**src/rtl/mux_store_n.sv**
```systemverilog
// mux_store_n: CHANNELS independent registered INPUTS:1 multiplexers sharing one
// select source. The select comes either from the external sel input or from an
// internal scan counter that steps through all inputs and flags its wrap-around.
//
// Ports
//   clk       single clock, all state updates on its rising edge
//   rst_n     synchronous active-low reset: y, scan_idx and wrap go to zero
//   sel       external select (SELECT and LOAD modes), also the LOAD value
//   mode      00 SELECT, 01 SCAN, 10 HOLD, 11 LOAD
//   en_n      per-channel enable, active low; a disabled channel loads zeros
//   d         data, channel c input i at [(c*INPUTS+i)*WIDTH +: WIDTH]
//   y         registered outputs, channel c at [c*WIDTH +: WIDTH]
//   scan_idx  current scan counter value
//   wrap      one-cycle pulse after a SCAN edge that took the counter from INPUTS-1 to 0
module mux_store_n #(
  parameter int unsigned CHANNELS = 2,
  parameter int unsigned SEL_W    = 2,
  parameter int unsigned WIDTH    = 1
) (
  input  logic                               clk,
  input  logic                               rst_n,
  input  logic [SEL_W-1:0]                   sel,
  input  logic [1:0]                         mode,
  input  logic [CHANNELS-1:0]                en_n,
  input  logic [CHANNELS*(2**SEL_W)*WIDTH-1:0] d,
  output logic [CHANNELS*WIDTH-1:0]          y,
  output logic [SEL_W-1:0]                   scan_idx,
  output logic                               wrap
);

  localparam int unsigned INPUTS = 2 ** SEL_W;

  typedef enum logic [1:0] {
    ModeSelect = 2'b00,
    ModeScan   = 2'b01,
    ModeHold   = 2'b10,
    ModeLoad   = 2'b11
  } mode_e;

  mode_e                      mode_s;
  logic [SEL_W-1:0]           pick;
  logic [CHANNELS*WIDTH-1:0]  y_d, y_q;
  logic [SEL_W-1:0]           scan_idx_d, scan_idx_q;
  logic                       wrap_d, wrap_q;

  assign mode_s = mode_e'(mode);

  // SCAN reads through the counter; every other capturing mode uses sel.
  always_comb begin
    pick = sel;
    if (mode_s == ModeScan) begin
      pick = scan_idx_q;
    end
  end

  // Output lanes.
  always_comb begin
    y_d = y_q;
    for (int unsigned c = 0; c < CHANNELS; c++) begin
      if (mode_s != ModeHold) begin
        if (en_n[c]) begin
          y_d[c*WIDTH +: WIDTH] = '0;
        end else begin
          y_d[c*WIDTH +: WIDTH] = d[(c*INPUTS + 32'(pick))*WIDTH +: WIDTH];
        end
      end
    end
  end

  // Scan counter and wrap flag. The counter is exactly SEL_W bits wide, so the
  // increment wraps modulo INPUTS on its own.
  always_comb begin
    scan_idx_d = scan_idx_q;
    wrap_d     = 1'b0;
    unique case (mode_s)
      ModeScan: begin
        scan_idx_d = scan_idx_q + 1'b1;
        wrap_d     = (scan_idx_q == SEL_W'(INPUTS - 1));
      end
      ModeLoad: begin
        scan_idx_d = sel;
      end
      ModeSelect, ModeHold: begin
        scan_idx_d = scan_idx_q;
      end
      default: begin
        scan_idx_d = scan_idx_q;
      end
    endcase
  end

  always_ff @(posedge clk) begin
    if (!rst_n) begin
      y_q        <= '0;
      scan_idx_q <= '0;
      wrap_q     <= 1'b0;
    end else begin
      y_q        <= y_d;
      scan_idx_q <= scan_idx_d;
      wrap_q     <= wrap_d;
    end
  end

  assign y        = y_q;
  assign scan_idx = scan_idx_q;
  assign wrap     = wrap_q;

endmodule

```
**config.mk**
```make
export PLATFORM = sky130hd
export DESIGN_NAME = mux_store_n
export DESIGN_NICKNAME = d
export VERILOG_FILES = /design/src/rtl/mux_store_n.sv
export SDC_FILE = /design/constraint.sdc
export NUM_CORES = 1
export LEC_CHECK = 0
export CAP_MARGIN = 10
export CORE_AREA = 2 2 39 41
export CTS_CLUSTER_SIZE = 14
export DETAILED_ROUTE_END_ITERATION = 10
export DIE_AREA = 0 0 41 43
export GPL_TIMING_DRIVEN = 0
export PLACE_DENSITY = 0.72
export SLEW_MARGIN = 20
export SYNTH_ARGS = -nofsm -noshare
export SYNTH_HDL_FRONTEND = slang
export SYNTH_SLANG_ARGS = --single-unit
```
**constraint.sdc**
```tcl
create_clock -name clk -period 1.18 [get_ports clk]
set_input_delay 0.295 -clock clk [delete_from_list [all_inputs] [get_ports clk]]
set_output_delay 0.295 -clock clk [all_outputs]
set_load 0.01 [all_outputs]
```
==> impl_metrics.ini, run 1 <==
[critical_path]
cp.required_ns = 0.88
crit_cells = 1
r2r-end = y[0]
r2r_start = scan_idx[0]
r2r_setup_slack_ns = 0.08
cp_max_fo = 6
cp-startpoint = scan_idx[0]
cp-end-kind = primary output
r2r_cells = 4
path_class = reg -> out
arrival_ns = 0.85
critPathMaxStageDelay_ns = 0.37
path_cells = clkdlybuf4s15_2
slowest_stage = dfxtp_4
path_buf_inv = 1
crit_family = flip-flops
critPathLaunchType = register
crit_path_end = scan_idx[0]

[cts]
clkTransAtPathRegs_ns = 0.04
clock_sinks = 5
htreeDepth = 1
clk_path_buf_depth = 2
cts-root-buf = clkbuf_4
cts_tree = yes
clock_latency_ns = 0.24
cts_buffers = 3
cts_hold_buf = 0

[route]
dr.first_iter.drc_count = 4
drtAntennaViolNets = 0
met2WireLength_um = 468
drt_first_pass_iters = 3
totalWireLength_um = 983
wire_per_inst_um = 11.04
detail_route.vias_per_cell = 4.697
drcViolationCount = 0
wl_met1_um = 410
vias = 418
top_layer_used = met4
met3RoutedLength_um = 73

[layout]
fin_nets = 91
final_util = 0.5127
drive_above_1_share = 0.3151
syn_to_final_growth_pct = 75.54
diodes = 0

[yosys]
syn_inst = 46
ys_types = 19
yosysWarnings = 0
synth_seq_area_share = 0.2477
syn_area_um2 = 404.1
synth_async_sr_flop_share = 0
synth_edf_count = 0
synth-seq-cells = 5
syn_nets = 63
syn_avg_cell_area_um2 = 8.786
synthFlopType = dfxtp_1

[global_routing]
grt-ovfl-total = 0
grt_start_max_net_pins = 10
grt_pass1_wl_um = 1518
grt_pass1_vias = 403
grt_usage = 0.1327
antenna_found_initial = 0

[sta]
max_slew_margin = 0.8371
finClkSkew_ns = 0.002272
post-route-min-period_ns = 1.142
tightest_slew_ns = 0.2444
setup_viol = 0
hold_viol = 0
rsz0062_at_grt = no
max_freq_mhz = 876.0
drv_slew = 0
period_share = 0.9674

[place]
dp_hpwl_um = 741.6
portBuffers = 20
routabilityCongestion = 0.6976

[floorplan]
die_w_um = 41
die_h_um = 43
coreArea_um2 = 1384
rows = 14
start_util = 0.2920
die_area_um2 = 1763
io_pins = 21

[flow_run]
maxCapViolCount = 0

[worst_hold_path]
hp-class = in -> reg

[pwr]
power_density_nw_per_um2 = 805.5
finalPower_mw = 0.5714
peakVddDrop_v = 0.0004700
p_leak_nw = 0.3415

[run_status]
outcome = finished, final reports clean
[sequential cells by signal (all words and copies together), names as in the netlist]
name	cells
y	2
scan_idx	2
wrap	1
[report_power, final]
group	leakage (nW)	switching, mW	total, mW	internal [mW]
Clock	0.0150	0.0690	0.197	0.128
Combinational	0.285	0.0697	0.184	0.115
Sequential	0.0420	0.0102	0.190	0.180
[synthesized netlist by cell type (all sizes together) (2+ instances only)]
library cell / number / area, µm²
nand2: 9 / 33.78
o211ai: 4 / 40.03
a21oi: 4 / 20.02
and2b: 3 / 26.28
mux2i: 5 / 62.56
dfxtp: 5 / 100.1
nor3b: 2 / 15.01
nand2b: 5 / 31.28
[cell families after synthesis]
group / after synthesis / synth area share
adder cells (fa/ha/maj): 1 / 0.03095
buffers and inverters: 1 / 0.02786
AND/OR/NAND/NOR: 22 / 0.3065
AO/OA/AOI/OAI: 11 / 0.2043
flip-flops: 5 / 0.2477
multiplexers: 6 / 0.1827
[metal layers]
layer,GRT usage,up-vias
met1,0.1613,179
li1,-,218
met4,0.1200,0
met3,0.04188,4
met5,0,-
met2,0.1750,17
[per-stage QoR]
step	setup TNS (ns)	cells	instance area [µm²]	worst slack (ns)	hold WS, ns
after global routing	0	89	709.4	0.002996	0.3892
final	0	89	709.4	0.03844	0.3885
after global placement	-2.233	82	624.3	-0.6469	0.4537
after detailed placement	-2.187	82	624.3	-0.6412	0.4546
after CTS	0	88	674.4	0.002954	0.3830
after floorplan	0	46	404.1	0.003590	0.4125
[worst register-to-register path, cell delays in order, from the launching register on]
cell      delay [ns]
dfxtp_4         0.36
buf_12          0.13
mux2i_4         0.16
mux2i_1         0.23
o211ai_2        0.09
[what timing repair did]
item	in CTS	in global routing
buffers inserted	2	1
setup endpoints to repair	9	4
resized for setup	23	6
pin swaps	1	0
[area by class of cell]
cell class              instances  area (µm²)
fillers                       134       674.4
multi-input cells              40       322.8
repair buffers                 23       224.0
flip-flops and latches          5       105.1
clock buffers                   4       26.28
well taps                      16       20.02
plain buffers                   1       11.26
[layout by cell type (no fill, tap or decap)]
master	synthesis	layout
a21oi_1	4	4
and2_1	1	1
and2b_2	3	3
and3_1	1	1
buf_12	0	1
buf_2	0	1
buf_4	0	3
buf_6	1	1
clkbuf_1	0	1
clkbuf_2	0	1
clkbuf_4	0	3
clkdlybuf4s15_2	0	1
clkdlybuf4s50_1	0	10
dfxtp_1	5	3
dfxtp_2	0	1
dfxtp_4	0	1
dlygate4sd2_1	0	4
dlymetal6s2s_1	0	2
ha_1	1	1
mux2_2	1	1
mux2i_1	4	4
mux2i_4	1	1
nand2_1	9	9
nand2b_1	5	4
nand2b_4	0	1
nand3_1	1	1
nor3b_4	0	2
o211a_1	1	1
o211ai_1	2	2
o211ai_2	2	2
o21a_1	1	1
o21ai_0	1	1
[how the worst min path moves through the flow]
stage | startpoint | to | slack, ns | cells past startpoint
2_1_floorplan | rst_n | scan_idx[0] | 0.41 | 1
3_3_place_gp | y[1] | y[1] | 0.45 | 2
3_5_place_dp | y[1] | y[1] | 0.45 | 2
4_1_cts | mode[0] | scan_idx[1] | 0.38 | 2
5_1_grt | mode[0] | scan_idx[1] | 0.39 | 2
6_report | mode[0] | scan_idx[1] | 0.39 | 2
(Power assumes the default switching activity.)
==> run 2: changes to the inputs <==
PLACE_DENSITY = 0.69   (was 0.72)
clock period = 1.4 ns   (was 1.18 ns; I/O delays follow)
==> impl_metrics.ini, run 2 (synthesized netlist as in run 1, its figures left out) <==
[route]
dr.first_iter.drc_count = 9
totalWireLength_um = 976
top_layer_used = met3
met2WireLength_um = 464
vias = 411
drcViolationCount = 0
wl_met1_um = 435
detail_route.vias_per_cell = 4.779
wire_per_inst_um = 11.35
drtAntennaViolNets = 0
met3RoutedLength_um = 76
drt_first_pass_iters = 4

[run_status]
outcome = finished, final reports clean

[floorplan]
die_h_um = 43
die_area_um2 = 1763
start_util = 0.2920
rows = 14
io_pins = 21
coreArea_um2 = 1384
die_w_um = 41

[cts]
clock_latency_ns = 0.23
cts-root-buf = clkbuf_4
clock_sinks = 5
clkTransAtPathRegs_ns = 0.04
cts_tree = yes
cts_buffers = 3
cts_hold_buf = 0
htreeDepth = 1
post_cts_buffers = 0
clk_path_buf_depth = 2

[sta]
max_freq_mhz = 772.0
max_slew_margin = 0.8263
period_share = 0.9253
setup_viol = 0
drv_slew = 0
finClkSkew_ns = 0.001005
rsz0062_at_grt = no
post-route-min-period_ns = 1.295
tightest_slew_ns = 0.2601
hold_viol = 0

[global_routing]
grt-ovfl-total = 0
antenna_found_initial = 0
grt_start_max_net_pins = 10
grt_usage = 0.1227
grt_pass1_vias = 354
grt_pass1_wl_um = 1428

[place]
placed_cells = 82
place_area_um2 = 624.3
routabilityCongestion = 0.7247
dp_hpwl_um = 783.4
portBuffers = 20

[critical_path]
cp_max_fo = 6
path_class = in -> reg
cp-end-kind = register
slowest_stage = clkdlybuf4s50_1
r2r_cells = 4
critPathMaxStageDelay_ns = 0.56
path_buf_inv = 1
path_cells = clkdlybuf4s50_1 -> nor3b_1 -> o211ai_1 -> o211ai_2
r2r-end = scan_idx[1]
critPathLaunchType = primary input
r2r_setup_slack_ns = 0.34
arrival_ns = 1.45
r2r_start = scan_idx[0]
cp.required_ns = 1.56
crit_family = buffers and inverters

[layout]
drive_above_1_share = 0.2000
fin_nets = 88
syn_to_final_growth_pct = 58.51
final_area_um2 = 640.6
fin_cells = 86
layout_common_cells = clkdlybuf4s50_1 (12), nand2_1 (9), nand2b_1 (5), dlygate4sd2_1 (5)
diodes = 0
fillers = 134
final_common_cell = clkdlybuf4s50_1

[flow_run]
maxCapViolCount = 0

[pwr]
power_density_nw_per_um2 = 708.2
peakVddDrop_v = 0.0005539
p_leak_nw = 0.3056

[worst_hold_path]
hold-path-endpoint = scan_idx[1]
min_path_cells = 2
hp-class = in -> reg
min_from = mode[0]
-- run 2: per-layer routing --
metal  vias to the layer above  track usage
met4                         0      0.08000
met3                         0      0.03665
met2                        15       0.1750
li1                        213            -
met1                       183       0.1521
met5                         -            0
-- run 2: report_power, final --
part	internal, mW	switching [mW]	leakage, nW
sequential	0.151	0.00952	0.0417
clock	0.107	0.0529	0.0150
combinational	0.0804	0.0522	0.249
-- run 2: cell type report --
type | count | area (µm²) | area share
multi-input cells | 40 | 292.8 | 0.4570
plain buffers | 1 | 11.26 | 0.01758
clock buffers | 4 | 26.28 | 0.04102
flip-flops and latches | 5 | 103.9 | 0.1621
repair buffers | 20 | 186.4 | 0.2910
well taps | 16 | 20.02 | 0.03125
-- run 2: how the worst max path moves through the flow --
stage | from | end | slack [ns] | cells past startpoint
2_1_floorplan | mode[1] | y[0] | 0.16 | 5
3_3_place_gp | mode[1] | y[0] | -0.52 | 6
3_5_place_dp | mode[1] | y[0] | -0.52 | 6
4_1_cts | sel[0] | y[0] | 0.01 | 5
5_1_grt | rst_n | y[1] | 0.01 | 4
6_report | rst_n | y[1] | 0.10 | 4
-- run 2: through the flow --
step / TNS [ns] / utilization / power [mW] / hold slack, ns / setup WS, ns
final: 0 / 0.4629 / 0.4537 / 0.4248 / 0.1046
after global routing: 0 / 0.4629 / 0.4744 / 0.4492 / 0.01041
after CTS: 0 / 0.4675 / 0.4646 / 0.4735 / 0.01265
after detailed placement: -1.292 / 0.4512 / 0.3051 / 0.4676 / -0.5238
after global placement: -1.283 / 0.4512 / 0.3034 / 0.4692 / -0.5215
after floorplan: 0 / - / 0.2282 / 0.4675 / 0.1571
-- run 2: what timing repair did --
item                       CTS  global route
setup endpoints to repair    7             2
resized for setup           10             4
hold endpoints to repair     0             0
